==> src/rtl/core_bus_arb.sv <==
// core_bus_arb
//   Two-master (ibus, dbus) to one-slave Wishbone pipelined arbiter. Grants the
//   shared bus to one master at a time. dbus has priority, but a pending ibus
//   request wins once dbus has taken STARVE_LIMIT consecutive grants over it.
//   The arbiter counts accepted-but-unanswered transfers. It routes each
//   ack/err to the current owner and holds the grant until the owner has
//   dropped cyc and every outstanding transfer has been answered.
//
// Ports
//   clk, rst            clock, asynchronous active-low reset
//   i_*  (cyc/stb/we/adr/dat_w/sel in; dat_r/ack/err/stall out)  ibus master port
//   d_*  (same as i_*)                                             dbus master port
//   m_*  (cyc/stb/we/adr/dat_w/sel out; dat_r/ack/err/stall in)  shared slave bus
module core_bus_arb #(
  parameter int AW           = 32,
  parameter int DW           = 32,
  parameter int MAX_OUTST    = 4,
  parameter int STARVE_LIMIT = 4
) (
  input  logic            clk,
  input  logic            rst,
  // ibus
  input  logic            i_cyc,
  input  logic            i_stb,
  input  logic            i_we,
  input  logic [AW-1:0]   i_adr,
  input  logic [DW-1:0]   i_dat_w,
  input  logic [DW/8-1:0] i_sel,
  output logic [DW-1:0]   i_dat_r,
  output logic            i_ack,
  output logic            i_err,
  output logic            i_stall,
  // dbus
  input  logic            d_cyc,
  input  logic            d_stb,
  input  logic            d_we,
  input  logic [AW-1:0]   d_adr,
  input  logic [DW-1:0]   d_dat_w,
  input  logic [DW/8-1:0] d_sel,
  output logic [DW-1:0]   d_dat_r,
  output logic            d_ack,
  output logic            d_err,
  output logic            d_stall,
  // shared bus
  output logic            m_cyc,
  output logic            m_stb,
  output logic            m_we,
  output logic [AW-1:0]   m_adr,
  output logic [DW-1:0]   m_dat_w,
  output logic [DW/8-1:0] m_sel,
  input  logic [DW-1:0]   m_dat_r,
  input  logic            m_ack,
  input  logic            m_err,
  input  logic            m_stall
);

  localparam int OCW = $clog2(MAX_OUTST + 1);
  localparam int SCW = $clog2(STARVE_LIMIT + 1);

  typedef enum logic [1:0] {
    IDLE  = 2'd0,
    GNT_I = 2'd1,
    GNT_D = 2'd2
  } state_t;

  state_t         r_state, w_next;
  logic [OCW-1:0] r_outst, w_outst_nxt;
  logic [SCW-1:0] r_starve, w_starve_nxt;

  logic w_own_cyc, w_own_stb;
  logic w_full, w_rsp_vld, w_ack, w_err, w_inc, w_dec;

  // Owner request mux; everything reads as zero while IDLE.
  always_comb begin
    w_own_cyc = 1'b0;
    w_own_stb = 1'b0;
    m_we      = 1'b0;
    m_adr     = '0;
    m_dat_w   = '0;
    m_sel     = '0;
    case (r_state)
      GNT_I: begin
        w_own_cyc = i_cyc;
        w_own_stb = i_stb;
        m_we      = i_we;
        m_adr     = i_adr;
        m_dat_w   = i_dat_w;
        m_sel     = i_sel;
      end
      GNT_D: begin
        w_own_cyc = d_cyc;
        w_own_stb = d_stb;
        m_we      = d_we;
        m_adr     = d_adr;
        m_dat_w   = d_dat_w;
        m_sel     = d_sel;
      end
      default: ;
    endcase
  end

  assign w_full = (r_outst == OCW'(MAX_OUTST));

  // m_cyc stays up for the whole grant, including the drain phase after the
  // owner drops cyc, so late acks still find an open cycle.
  assign m_cyc = (r_state != IDLE);
  assign m_stb = m_cyc & w_own_cyc & w_own_stb & ~w_full;

  // A response with nothing outstanding is stray and gets dropped.
  // err wins over ack when the slave raises both.
  assign w_rsp_vld = (r_outst != '0);
  assign w_err     = m_err & w_rsp_vld;
  assign w_ack     = m_ack & ~m_err & w_rsp_vld;

  always_comb begin
    i_ack   = 1'b0;
    i_err   = 1'b0;
    i_stall = 1'b1;
    i_dat_r = '0;
    d_ack   = 1'b0;
    d_err   = 1'b0;
    d_stall = 1'b1;
    d_dat_r = '0;
    if (r_state == GNT_I) begin
      i_ack   = w_ack;
      i_err   = w_err;
      i_stall = m_stall | w_full;
      i_dat_r = m_dat_r;
    end
    if (r_state == GNT_D) begin
      d_ack   = w_ack;
      d_err   = w_err;
      d_stall = m_stall | w_full;
      d_dat_r = m_dat_r;
    end
  end

  // Outstanding transfer count
  assign w_inc = m_stb & ~m_stall;
  assign w_dec = (m_ack | m_err) & w_rsp_vld;

  always_comb begin
    case ({w_inc, w_dec})
      2'b10:   w_outst_nxt = r_outst + 1'b1;
      2'b01:   w_outst_nxt = r_outst - 1'b1;
      default: w_outst_nxt = r_outst;
    endcase
  end

  // Arbitration
  always_comb begin
    w_next       = r_state;
    w_starve_nxt = r_starve;
    case (r_state)
      IDLE: begin
        if (d_cyc && !(i_cyc && (r_starve >= SCW'(STARVE_LIMIT)))) begin
          w_next = GNT_D;
          // This branch with i_cyc set is only reachable below the limit,
          // so the increment saturates without an explicit clamp.
          if (i_cyc)
            w_starve_nxt = r_starve + 1'b1;
        end else if (i_cyc) begin
          w_next       = GNT_I;
          w_starve_nxt = '0;
        end
      end
      GNT_I, GNT_D: begin
        if (!w_own_cyc && (r_outst == '0))
          w_next = IDLE;
      end
      default: w_next = IDLE;
    endcase
  end

  always_ff @(posedge clk or negedge rst) begin
    if (!rst) begin
      r_state  <= IDLE;
      r_outst  <= '0;
      r_starve <= '0;
    end else begin
      r_state  <= w_next;
      r_outst  <= w_outst_nxt;
      r_starve <= w_starve_nxt;
    end
  end

endmodule

==> config.mk <==
export PLATFORM = sky130hd
export DESIGN_NAME = core_bus_arb
export DESIGN_NICKNAME = d
export VERILOG_FILES = /design/src/rtl/core_bus_arb.sv
export SDC_FILE = /design/constraint.sdc
export NUM_CORES = 1
export LEC_CHECK = 0
export ABC_AREA = 0
export CAP_MARGIN = 30
export CORE_AREA = 2 2 126 128
export CTS_CLUSTER_DIAMETER = 200
export DETAILED_ROUTE_END_ITERATION = 8
export DIE_AREA = 0 0 128 130
export PLACE_DENSITY = 0.63
export SLEW_MARGIN = 30
export SYNTH_ARGS = -nofsm -noshare
export SYNTH_HDL_FRONTEND = slang
export SYNTH_SLANG_ARGS = --single-unit
==> constraint.sdc <==
create_clock -name clk -period 2 [get_ports clk]
set_clock_uncertainty 0.05 [all_clocks]
set_input_delay 0.2 -clock clk [delete_from_list [all_inputs] [get_ports clk]]
set_output_delay 0.2 -clock clk [all_outputs]
set_load 0.005 [all_outputs]
# [Word-level counts from Yosys, hierarchy flattened]
# Index checks and enable logic that the tools add are counted.
[classes] add_sub_neg=3 multipliers=0 div=0 order_cmp=1 n_eq_ne=7 shift=0 n_mux=22 bitwise=13 reduce_logical=13
[op_table] op="32-bit one-hot mux with 2 select lines" count=2
[op_table] op="32-bit two-way mux" count=2
[op_table] op="3-bit two-way mux" count=3
[op_table] op="1-bit bitwise AND" count=8
[op_table] op="4-bit one-hot mux with 2 select lines" count=1
[op_table] op="3-bit by 1-bit adder with 3-bit output, second input constant" count=2
[op_table] op="1-bit two-way mux" count=6
[op_table] op="2-bit two-way mux" count=3
[op_table] op="1-bit one-hot mux with 2 select lines" count=3
[op_table] op="3-bit one-hot mux with 2 select lines" count=1
[op_table] op="2-bit by 1-bit equality test with 1-bit output, second input constant" count=2
[op_table] op="2-bit equality test, second input constant" count=2
[op_table] op="2-bit one-hot mux with 2 select lines" count=1
[op_table] op="2-bit AND reduction" count=2
[op_table] op="2-bit nonzero test" count=2
[op_table] op="3-bit equality test, second input constant" count=1
[op_table] op="3-bit >= comparator, second input constant" count=1
[op_table] op="1-bit logical AND" count=3
[op_table] op="3-bit logical NOT" count=1
[op_table] op="3-bit inequality test, second input constant" count=1
[op_table] op="1-bit inverter" count=3
[op_table] op="3-bit nonzero test" count=1
[op_table] op="3-bit by 1-bit subtractor with 3-bit output, second input constant" count=1
[op_table] op="1-bit logical NOT" count=2
[op_table] op="4 further kinds" count=5
[totals] reg_bits=8 latchBits=0 mem_bits_rw=0 romBits=0 output_inout_bits=141 memories=0

# [Depth between registers and ports, before layout]
# Gate-level depths: netlist of the first run.
[logic_depth] ltp_word=8 depth_mapped=12 depth_no_buf=11

# [Worst setup path before layout of the first run]
# OpenSTA, ideal clock, no wires.
[synth_timing] path_type="flip-flop to flip-flop" from="register r_state[0]" to="register r_outst[2]" setup_ns=0.079 arrival_ns=2.029 setup_slack_ns=-0.158 stages_incl_launch_ff=12 n_path_buf=1 path_cell_list="dfrtp_1 > inv_1 > ha_1 > clkbuf_1 > nor4b_2 > nand2_1 > ha_1 > inv_1 > fa_1 > xor2_1 > nor2_1 > xor2_1"
[synth_via] elab_chain_len=8 elab_cells_between_ends=13
[synth_lines] element="from (decl)" line="66" text="state_t r_state, w_next;"
[synth_lines] element="from (signal assigned)" line="181" text="r_state <= w_next;"
[synth_lines] element="2-bit equality test or 2-bit by 1-bit equality test with 1-bit output (tied branches)" line="81" text="case (r_state)"
[synth_lines] element="1-bit one-hot mux with 2 select lines" line="81"
[synth_lines] element="1-bit bitwise AND" line="107" text="assign m_stb = m_cyc & w_own_cyc & w_own_stb & ~w_full;"
[synth_lines] element="1-bit bitwise AND * (2 in a row)" line="107"
[synth_lines] element="1-bit bitwise AND *" line="139" text="assign w_inc = m_stb & ~m_stall;"
[synth_lines] element="2-bit by 1-bit equality test with 1-bit output or 2-bit equality test (tied branches)" line="143" text="case ({w_inc, w_dec})"
[synth_lines] element="3-bit one-hot mux with 2 select lines or 2-bit nonzero test (tied branches)"
[synth_lines] element="to (signal assigned)" line="182" text="r_outst <= w_outst_nxt;"
[synth_lines] element="to (decl)" line="67" text="logic [OCW-1:0] r_outst, w_outst_nxt;"
# Mark *: on every way between the ends. The rest lies on a longest branch, timed or not.
# A chain may end at the register's enable or synchronous reset.

# [Final worst setup path of the first run]
[layout_timing] from="register r_state[1]" to="register r_outst[2]"
# Same word-level chain as after synthesis.

==> impl_metrics.csv, run 1 <==
group,metric,value,unit
finish,syn_to_final_growth,212.4,%
cts,clk_latency,0.23,ns
finish,design_area,0.006480,mm²
routing,remaining_drc_errors,0,
cts,cts-root-buf,"clkbuf_16",
pwr,power.internal,0.004442,W
die,fp.dieArea,0.01664,mm²
timing,max-slew-margin-rel,0.7135,
global_routing,grt_pass1_wl,18570,µm
pwr,powerDensity,1135,mW/mm²
timing,hold_viol_final,0,
routing,drtIter0Drc,97,
logic_synthesis,synth_area,0.002074,mm²
pwr,p_clk_frac,0.046,
timing,rsz0062_at_grt,"true",
timing,fin_crit,2.258,ns
pwr,p_comb_frac,0.910,
setup_path,cp_max_fo,4,
setup_path,start_kind,"register",
logic_synthesis,synth_top_area_frac,0.2533,
logic_synthesis,synth_ff_type,"dfrtp_1",
die,chipHeight,130,µm
setup_path,cp-end-kind,"register",
worst_hold_path,hp-class,"input port to async pin",
pwr,irDropWorstVdd,0.0009705,V
setup_path,r2r_slack,-0.26,ns
timing,final.setup.tns,-0.9923,ns
logic_synthesis,syn_avg_cell_area,7.104,µm²
setup_path,crit_family,"adder cells",
routing,dr_total_vias,3644,
setup_path,r2r_start,"r_state[1]",
die,start_util,0.1345,
pwr,seqPwrFrac,0.044,
finish,nFillCells,1518,
routing,first_pass_iters,5,
timing,finalCritPeriodShare,1.129,
timing,setup_ws,-0.2579,ns
timing,hold-worst-slack,0.1973,ns
cts,cts_made_buffers,3,
die,design.core.area,0.01542,mm²
logic_synthesis,ys_seq_elements,8,
setup_path,cp.arrival,2.35,ns
outcome,violations,"setup timing",
logic_synthesis,synth.net_count,477,
placement,place_hpwl,10380,µm
finish,diodes,0,
logic_synthesis,ys_seq_area_frac,0.09650,
setup_path,crit_slowest_cell,"dfrtp_1",
cts,cts_tree,"built",
cts,clockBufferDepth,2,
logic_synthesis,yosys-top-cells-count,"72 x nor2b_1, 70 x a22oi_1, 64 x and2_1",
logic_synthesis,synth_warnings,0,
placement,place.gp.congestion,0.8289,
die,fp.dieW,128,µm
global_routing,grt_pass1_vias,3362,
logic_synthesis,synthCells,292,
timing,fmax,0.4429,GHz
finish,fin_cells,830,
placement,postPlaceCellArea,0.005603,mm²
finish,drive_gt1_frac,0.2210,
die,core.rowCount,46,
cts,ctsHtreeMaxLevel,1,
setup_path,startpoint,"r_state[1]",
setup_path,crit_required,2.09,ns
setup_path,r2r_end,"r_outst[2]",
setup_path,max_stage_delay,0.38,ns
global_routing,grt.total_usage,0.1402,
logic_synthesis,yosysMostFrequentCell,"nor2b_1",
routing,wire_per_inst,18.67,µm
pwr,netSwitchingFraction,0.3959,
die,num_io_pins,320,
routing,ant_nets,0,
outcome,status,"complete, but fails checks",
pwr,power.switching,0.002911,W
setup_path,criticalPathCategory,"register to register",
logic_synthesis,async_flop_share,1.000,
setup_path,crit_buf_inv,3,
timing,maxSlewViolCount,0,
timing,finalSetupViolCount,8,
placement,dp.cells,792,
setup_path,ff2ff_path_depth,12,
logic_synthesis,yosys.area.top_type,"a22oi_1",
run,cap_violations,0,
logic_synthesis,yosysUniqueCellTypes,32,
timing,tightest_slew,0.4288,ns
placement,port_buffers,319,
global_routing,antenna_found_initial,1,
setup_path,cp_cell_sequence,"inv_2 > ha_4 > buf_6 > a22oi_2 > nor4b_4 > nand2_1 > ha_2 > inv_2 > fa_2 > xor2_1 > nor2_1 > xor2_1",
global_routing,overflow,0,
finish,layout.nets,825,
cts,clock_sinks,8,
cts,clkTransAtPathRegs,0.04,ns
global_routing,grt_max_degree,51,
routing,avgViaCountPerCell,4.390,
pwr,cellLeakagePower,3.722,nW
cts,cts_hold_buf,0,
logic_synthesis,synthTopCellsByArea,"a22oi_1 25%, nor2b_1 22%, and2_1 19%",
routing,wirelength,15500,µm
pwr,power,0.007352,W
logic_synthesis,synth_edf_count,0,
[flip-flops by register name, indices dropped and copies added, names as in the netlist]
name / flops
r_starve: 3
r_state: 2
r_outst: 3
[what timing repair did]
action | 4_1_cts | 5_1_grt
endpoints found under the setup margin | 140 | 106
gates cloned | 4 | 10
buffers inserted | 9 | 14
resized for setup | 134 | 153
pin swaps | 2 | 15
[metal layers]
layer,share of wire,routed length (µm),global-route usage
met1,0.41,6361,0.1671
met3,0.062,967,0.02173
met4,0.015,229,0.02521
met5,0,0,0
met2,0.51,7940,0.2677
[cells in the final DEF, fill, tap and decap left out, types with 2 or more instances in the layout]
cell type        instances
inv_2                    3
buf_6                   13
buf_12                  12
dfrtp_1                  7
buf_4                   17
a22o_1                   2
and2_1                  64
and3_2                   4
buf_16                   4
buf_2                   10
ha_4                     3
o21ai_0                  2
clkdlybuf4s50_1        179
a22oi_2                 27
nand2_1                  5
clkbuf_16               11
buf_8                    2
clkdlybuf4s15_1          8
nor2b_2                  6
xor2_1                   2
dlymetal6s2s_1          71
clkbuf_2                20
nor2_1                   4
dlygate4sd2_1           30
inv_1                    3
nor2b_1                 66
a22oi_1                 44
[cell families after synthesis]
| kind of cell | count (synthesis) | share of synthesized area |
|---|---|---|
| AO/OA/AOI/OAI | 80 | 0.2895 |
| XOR/XNOR | 3 | 0.01267 |
| adder cells (fa/ha/maj) | 6 | 0.03981 |
| buffers and inverters | 38 | 0.08323 |
| flip-flops | 8 | 0.09650 |
| multiplexers | 2 | 0.01025 |
| AND/OR/NAND/NOR | 155 | 0.4680 |
[final cells by class]
type	instances	area [µm²]	area share
inverter	6	22.52	0.003476
sequential	8	201.4	0.03109
timing repair buffer	375	4039	0.6233
clock buffer	3	75.07	0.01159
multi-input combinational	246	1902	0.2935
tap	192	240.2	0.03707
[stage by stage]
stage / setup WS (ns) / util
after floorplan: -0.09698 / -
final: -0.2579 / 0.4201
after CTS: -0.2889 / 0.3861
after global routing: -0.4002 / 0.4201
after detailed placement: -0.2555 / 0.3632
after global placement: -0.1906 / 0.3632
[worst max path at each step]
stage	end	slack [ns]	cells past startpoint
floorplan	r_outst[2]	-0.1	11
global placement	r_outst[2]	-0.19	11
detailed placement	r_outst[2]	-0.26	10
CTS	m_dat_w[14]	-0.29	5
global route	r_outst[2]	-0.40	12
finish	r_outst[2]	-0.26	12
[power groups by stage]
stage	clock, W	combinational [W]	sequential [W]
3_3_place_gp	0	0.00492	0.000305
4_1_cts	0.000341	0.00561	0.000320
2_1_floorplan	0	0.00238	0.000292
6_report	0.000338	0.00669	0.000323
3_5_place_dp	0	0.00501	0.000315
5_1_grt	0.000358	0.00713	0.000334
Note: power is estimated with default switching activity, not from simulation.
==> run 2, diff against run 1 <==
- CELL_PAD_IN_SITES_DETAIL_PLACEMENT: not set -> 1
- CELL_PAD_IN_SITES_GLOBAL_PLACEMENT: not set -> 2
- CORE_AREA: 2 2 126 128 -> not set
- CORE_ASPECT_RATIO: not set -> 0.5
- CORE_MARGIN: not set -> 2
- CORE_UTILIZATION: not set -> 10
- DIE_AREA: 0 0 128 130 -> not set
- PLACE_DENSITY: 0.63 -> 0.95
==> impl_metrics.csv, run 2 (same netlist as run 1, synthesis figures left out) <==
group,metric,value,unit
outcome,status,"complete, but fails checks",
outcome,violations,"setup timing",
die,fp.dieW,207.7,µm
finish,syn_to_final_growth,224.6,%
routing,remaining_drc_errors,0,
setup_path,r2r_end,"r_outst[2]",
cts,clock_sinks,8,
global_routing,grt_max_degree,37,
die,start_util,0.1014,
cts,cts_tree,"built",
setup_path,crit_buf_inv,3,
finish,fin_cells,937,
finish,layout_common_cells,"204 x clkdlybuf4s50_1, 63 x and2_1, 52 x a22oi_2, 51 x clkbuf_2, 35 x buf_6",
pwr,netSwitchingFraction,0.3888,
timing,finalSetupViolCount,89,
pwr,seqPwrFrac,0.037,
pwr,p_clk_frac,0.039,
pwr,irDropWorstVdd,0.0004478,V
timing,rsz0062_at_grt,"true",
global_routing,antenna_found_initial,0,
finish,regArea,200.2,µm²
routing,dr_total_vias,3700,
finish,drive_gt1_frac,0.4307,
cts,cts_hold_buf,0,
cts,clk_latency,0.23,ns
setup_path,cp_cell_sequence,"buf_6 > ha_4 > buf_6 > a22oi_2 > nor4b_2 > nand2_1 > ha_2 > inv_2 > fa_2 > xor2_1 > nor2_1 > xor2_1",
finish,layout_commonest_cell,"clkdlybuf4s50_1",
timing,hold_viol_final,0,
cts,cts-root-buf,"clkbuf_16",
finish,design_area,0.006734,mm²
placement,place_hpwl,12810,µm
routing,wirelength,17410,µm
placement,postPlaceCellArea,0.005857,mm²
routing,ant_nets,0,
die,core.rowCount,37,
setup_path,start_kind,"register",
finish,multi_input_comb_area,0.002276,mm²
pwr,power.switching,0.003338,W
pwr,power,0.008587,W
timing,fin_crit,2.317,ns
global_routing,grt_pass1_wl,22920,µm
cts,ctsHtreeMaxLevel,1,
routing,first_pass_iters,4,
setup_path,cp_num_cells,12,
pwr,p_comb_frac,0.925,
run,cap_violations,0,
placement,place.gp.congestion,0.8248,
finish,layout.nets,851,
setup_path,ff2ff_path_depth,12,
pwr,powerDensity,1275,mW/mm²
routing,wire_per_inst,18.58,µm
die,num_io_pins,320,
timing,tightest_slew,0.4387,ns
setup_path,r2r_slack,-0.32,ns
timing,setup_ws,-0.3173,ns
die,design.core.area,0.02046,mm²
cts,clockBufferDepth,2,
finish,nFillCells,2413,
placement,dp.cells,887,
global_routing,grt.total_usage,0.1326,
setup_path,criticalPathCategory,"register to register",
placement,port_buffers,319,
routing,avgViaCountPerCell,3.949,
placement,pre_cts_ws,-0.2251,ns
setup_path,cp-end-kind,"register",
finish,largest_registers,"r_outst (3), r_starve (3), r_state (2)",
global_routing,overflow,0,
timing,maxSlewViolCount,0,
die,chipHeight,105.8,µm
setup_path,crit_slowest_cell,"dfrtp_1",
setup_path,max_stage_delay,0.39,ns
finish,diodes,0,
setup_path,crit_family,"adder cells",
timing,fmax,0.4315,GHz
timing,max-slew-margin-rel,0.7075,
setup_path,r2r_start,"r_state[0]",
cts,cts_made_buffers,3,
global_routing,grt_pass1_vias,3857,
setup_path,cp_max_fo,4,
die,fp.dieArea,0.02198,mm²
worst_hold_path,hp-class,"input port to async pin",
pwr,cellLeakagePower,2.878,nW
pwr,power.internal,0.005248,W
setup_path,cp.arrival,2.42,ns
routing,drtIter0Drc,143,
timing,finalCritPeriodShare,1.159,
cts,clkTransAtPathRegs,0.04,ns
setup_path,crit_required,2.10,ns
==> run 2: changes by cell type in the layout (fill, tap and decap cells not counted), sizes merged <==
cell           previous run  this run
dlymetal6s2s             71         7
buf                      58       113
clkbuf                   31        56
clkdlybuf4s50           179       204
dlygate4sd2              30        19
clkdlybuf4s15             9         4
bufbuf                    0         1
==> run 2: worst max path at each step <==
| stage | from | slack (ns) | to |
|---|---|---|---|
| floorplan | r_state[1] | -0.1 | r_outst[2] |
| CTS | r_state[1] | -0.29 | r_outst[2] |
| detailed placement | r_state[0] | -0.23 | r_outst[2] |
| global placement | r_state[0] | -0.15 | r_outst[2] |
| finish | r_state[0] | -0.32 | r_outst[2] |
| global route | r_state[0] | -0.46 | r_outst[2] |
==> run 2: stage by stage <==
step | hold WS, ns | util | TNS, ns
global placement | 0.4429 | 0.2862 | -3.511
CTS | 0.2196 | 0.3030 | -5.334
global route | 0.2420 | 0.3291 | -13.31
floorplan | -0.1456 | - | -0.09698
detailed placement | 0.4558 | 0.2862 | -8.740
finish | 0.2026 | 0.3291 | -6.288
==> run 2: layout make-up <==
type / count / share of cell area
Clock buffer: 3 / 0.01115
Inverter: 6 / 0.003344
Multi-Input combinational cell: 246 / 0.3380
Sequential cell: 8 / 0.02973
Tap cell: 273 / 0.05072
Timing Repair Buffer: 401 / 0.5671
==> run 2: repair_timing <==
| item | in CTS | in global routing |
|---|---|---|
| setup endpoints to repair | 142 | 113 |
| pin swaps | 11 | 22 |
| resized for setup | 184 | 306 |
| gates cloned | 3 | 3 |
| setup buffers | 15 | 31 |
==> run 2: metal layers <==
layer	vias to the layer above	track usage	wire length, µm
met5	-	0	0
met4	0	0.03090	246
met3	21	0.007151	267
met2	56	0.2569	9823
met1	1858	0.1607	7067
li1	1765	-	-
==> run 2: power groups by stage <==
| stage | clock [W] | sequential, W | combinational, W |
|---|---|---|---|
| floorplan | 0 | 0.000292 | 0.00238 |
| global placement | 0 | 0.000307 | 0.00537 |
| detailed placement | 0 | 0.000315 | 0.00551 |
| CTS | 0.000339 | 0.000315 | 0.00599 |
| global route | 0.000351 | 0.000328 | 0.00836 |
| finish | 0.000331 | 0.000317 | 0.00794 |
